[config.mk]
export PLATFORM = sky130hd
export DESIGN_NAME = instr_fetch
export DESIGN_NICKNAME = d
export VERILOG_FILES = /design/src/rtl/instr_fetch.sv
export SDC_FILE = /design/constraint.sdc
export NUM_CORES = 1
export LEC_CHECK = 0
export CAP_MARGIN = 5
export CORE_ASPECT_RATIO = 1.25
export CORE_MARGIN = 10
export CORE_UTILIZATION = 39
export CTS_CLUSTER_DIAMETER = 120
export DETAILED_ROUTE_END_ITERATION = 7
export GPL_TIMING_DRIVEN = 1
export PLACE_DENSITY = 0.75
export SLEW_MARGIN = 5
export SYNTH_ARGS = -nofsm -noshare
export SYNTH_HDL_FRONTEND = slang
export SYNTH_SLANG_ARGS = --single-unit
[constraint.sdc]
create_clock -name clk -period 1.6 [get_ports clk]
set_clock_uncertainty 0.2 [all_clocks]
set_input_delay 0.24 -clock clk [delete_from_list [all_inputs] [get_ports clk]]
set_output_delay 0.24 -clock clk [all_outputs]
set_load 0.02 [all_outputs]
[src/rtl/instr_fetch.sv]
// Instruction fetch stage: owns the PC, reads the program RAM, resolves Jumps locally
// and hands every other instruction to execute. Optional macro: INSTR_FETCH_BRANCH_CNT_EN.
module instr_fetch (
    input  logic        clk,
    input  logic        rst_n,
    output logic [7:0]  mem_addr,
    output logic        mem_we,
    input  logic [15:0] mem_dout,
    output logic [15:0] ir,
    output logic        ir_valid,
    input  logic        ir_ready,
    input  logic        ex_idle,
    input  logic        zf,
    input  logic        cf,
    output logic [7:0]  pc,
    output logic [1:0]  fetch_state
`ifdef INSTR_FETCH_BRANCH_CNT_EN
    ,
    output logic [15:0] taken_cnt
`endif
);

    typedef enum logic [1:0] {
        FETCH = 2'd0,
        ISSUE = 2'd1,
        JUMP  = 2'd2
    } state_t;

    state_t      state;
    state_t      state_next;
    logic [7:0]  pc_next;
    logic        ir_load;
    logic        jump_cond;
    logic        jump_taken;

    // Handshake: ir_valid rises only in ISSUE and stays high with ir stable until an
    // edge sees ir_ready=1; the word transfers exactly on that edge. Jumps never appear.
    assign ir_valid    = (state == ISSUE);
    assign mem_addr    = pc;
    assign mem_we      = 1'b0;
    assign fetch_state = state;

    // Condition select: ir[11:10] picks Z/NZ/C/NC; ir[12]=0 means unconditional.
    always_comb begin
        jump_cond = 1'b1;
        if (ir[12]) begin
            case (ir[11:10])
                2'b00:   jump_cond = zf;
                2'b01:   jump_cond = ~zf;
                2'b10:   jump_cond = cf;
                default: jump_cond = ~cf;
            endcase
        end
    end

    always_comb begin
        state_next = state;
        pc_next    = pc;
        ir_load    = 1'b0;
        jump_taken = 1'b0;
        case (state)
            FETCH: begin
                ir_load    = 1'b1;
                state_next = (mem_dout[15:13] == 3'b100) ? JUMP : ISSUE;
            end
            ISSUE: begin
                if (ir_ready) begin
                    pc_next    = pc + 8'd1;
                    state_next = FETCH;
                end
            end
            JUMP: begin
                // Flags are only trusted once execute has drained.
                if (ex_idle) begin
                    jump_taken = jump_cond;
                    pc_next    = jump_cond ? ir[7:0] : pc + 8'd1;
                    state_next = FETCH;
                end
            end
            default: state_next = FETCH;
        endcase
    end

    always_ff @(posedge clk or negedge rst_n) begin
        if (!rst_n) begin
            state <= FETCH;
            pc    <= 8'h00;
            ir    <= 16'h0000;
        end else begin
            state <= state_next;
            pc    <= pc_next;
            if (ir_load) begin
                ir <= mem_dout;
            end
        end
    end

`ifdef INSTR_FETCH_BRANCH_CNT_EN
    always_ff @(posedge clk or negedge rst_n) begin
        if (!rst_n) begin
            taken_cnt <= 16'h0000;
        end else if (jump_taken && (taken_cnt != 16'hFFFF)) begin
            taken_cnt <= taken_cnt + 16'd1;
        end
    end
`endif

endmodule

==> out/results.txt <==
clk slew on worst S/H paths -> 90 ps
Max Transition Viols Final -> 0
total grt overflow -> 0
largest net degree at the start of global routing -> 27
failing checks -> setup timing
CTS tree -> done
I/O pins -> 58
pre-CTS setup slack -> -352 ps
mapped cell area -> 1480 um^2
Die H -> 88.9 um
CP arrival -> 1640 ps
Syn Inst Count -> 134
Yosys warning count -> 0
CTS sink cnt -> 26
ratio of cells with drive above 1 in the final layout -> 36.6%
endpoints failing setup -> 7
Synth top area share -> 43.9%
Hold Fails Final Rpt -> 0
Worst EP required -> 1540 ps
GP Congestion -> 0.774
r2r setup slk -> -90 ps
CTS Buffer Depth -> 2
All-Layer GR Usage -> 13.1%
kind of end point of the critical path -> flop
synth top area cells -> dfrtp_1 (44%), mux2_2 (12%), buf_4 (4.6%)
insertion delay to the later sink of the worst-skew pair -> 270 ps
Starting Density -> 39.8%
Root Buffer -> clkbuf_8
outcome -> finished, violations left
first-pass GRT wire length -> 6950 um
H-tree depth -> 1
syn avg cell area -> 11.1 um^2
core footprint -> 3720 um^2
unrepaired setup endpoints after global routing -> yes
average wire per standard cell -> 18.1 um
cell taking the most area after synthesis -> dfrtp_1
CTS Buf Count -> 3
initial antenna violation count -> 0
crit-path cells -> mux2i_4 > mux2_4 > o2111ai_2 > o311ai_2
Critical Path Max Stage Delay -> 400 ps
number of port buffers -> 56
most common cell after layout, fill and taps aside -> dlygate4sd2_1
leakage power -> 0.955 nW
Synth cell types -> 34
min Tclk post-route -> 1690 ps
hold crit path type -> input pin to asynchronous set/reset pin
initial DRC count -> 53
CP max stage cell -> dfrtp_2
die area -> 6680 um^2
crit start category -> flop
WS Path Type -> flop to flop
Max Freq -> 590 MHz
Remaining DRCs -> 0
Crit Path Max Fanout -> 4
commonest cells after routing, fill and taps aside -> dlygate4sd2_1 (31), dfrtp_1 (22), clkdlybuf4s50_1 (21)
Crit. Startpoint -> ir[11]
Mapped Nets -> 160
routed vias -> 1316
vias in the first global route -> 1418
Die X -> 75.2 um
area grow syn2layout -> 52.1%
post-layout util -> 60.6%
Post-CTS Hold Fix Bufs -> 0
HPWL Detailed -> 3260 um
synthesized flop and latch total -> 26
P per Cell Area -> 2050 nW/um^2
max-cap violations -> 0
Final Worst Setup Slack -> -93.8 ps
Post-CTS Setup Bufs -> 0
Seq/Total Area, Yosys -> 43.9%
Via density -> 5.62
Final #Nets -> 221
Reg2Reg Launch Point -> ir[11]
DRT Pass-1 Iters -> 4
# rows -> 25
n_diodes -> 0
Max IR drop VDD -> 1.00 mV
routed wire length -> 4240 um
period utilization -> 106%
Antenna Nets Post-Route -> 0
report_power, final:
group | internal, W | switching [W]
Combinational | 0.00132 | 0.00161
Sequential | 0.000974 | 0.000286
Clock | 0.000220 | 0.000207
Total | 0.00252 | 0.00210
routing by layer:
metal  track usage [%]  share of wire (%)
met5                 0                  0
met4              4.74                2.5
met3              5.22                9.3
met2              22.8                 51
met1              13.9                 37
final timing paths:
check,to,cells past startpoint
min in group clk,ir[9],1
setup reg to reg,mem_addr[5],4
hold / removal,ir[5],2
hold reg to reg,ir[9],1
setup / recovery,mem_addr[5],4
max in group asynchronous,fetch_state[0],2
worst max-delay path: cells and delay by family, from the launching register on:
| kind | cells | cell delay [ps] |
|---|---|---|
| mux | 2 | 630 |
| flops | 1 | 400 |
| compound gates | 2 | 330 |
what timing repair did:
item                                   CTS  global route
cloned                                   1             0
pin swaps                                3             1
endpoints found under the hold margin    0             0
setup endpoints to repair               44            14
resized for setup                       56             9
synthesized netlist by cell type:
cell type and instances:
nand3_2 1, and4b_1 2, mux2i_1 1, mux2_4 1, nand4_1 7, inv_1 7
a41oi_1 1, nor2_2 1, nor2b_1 2, and3_4 1, o21ai_0 1, buf_4 9
buf_6 2, and2_1 1, a21oi_1 1, dfrtp_1 26, buf_2 4, ha_1 4
a41oi_2 3, conb_1 1, o211ai_1 1, nor2_1 2, mux2i_2 1, a31oi_1 4
nand2b_1 4, nand3_1 4, o311ai_1 4, and3_1 2, nor4_1 1, nand2_1 10
mux2_2 16, clkbuf_1 2, a22o_1 4, o2111ai_1 3
area by class of cell:
class / count / area [um^2]
Timing Repair Buffer: 72 / 629
Sequential cell: 26 / 656
Clock buffer: 4 / 55.1
Multi-Input combinational cell: 85 / 833
Tap cell: 40 / 50.0
Fill cell: 303 / 1470
Inverter: 7 / 31.3
metrics by stage:
step,hold slack [ps],std cells,area (um^2),TNS [ps],power (W)
5_1_grt,180,234,2250,-983,0.00493
3_5_place_dp,304,229,2140,-2680,0.00428
3_3_place_gp,292,229,2140,-2070,0.00420
2_1_floorplan,-256,134,1560,-1100,0.00318
6_report,132,234,2250,-422,0.00462
4_1_cts,148,234,2250,-446,0.00462
registers in the layout, summed over array words and instances (netlist names):
name,flops
fetch_state,2
ir,16
mem_addr,8
cells by family after synthesis:
group	Yosys count	synth area share [%]
buf+inv	24	9.70
compound gates	22	13.2
flops	26	43.9
fa+ha+maj	4	3.38
other cells	1	0.253
simple gates	38	14.8
mux	19	14.8
(Power assumes the default switching activity.)
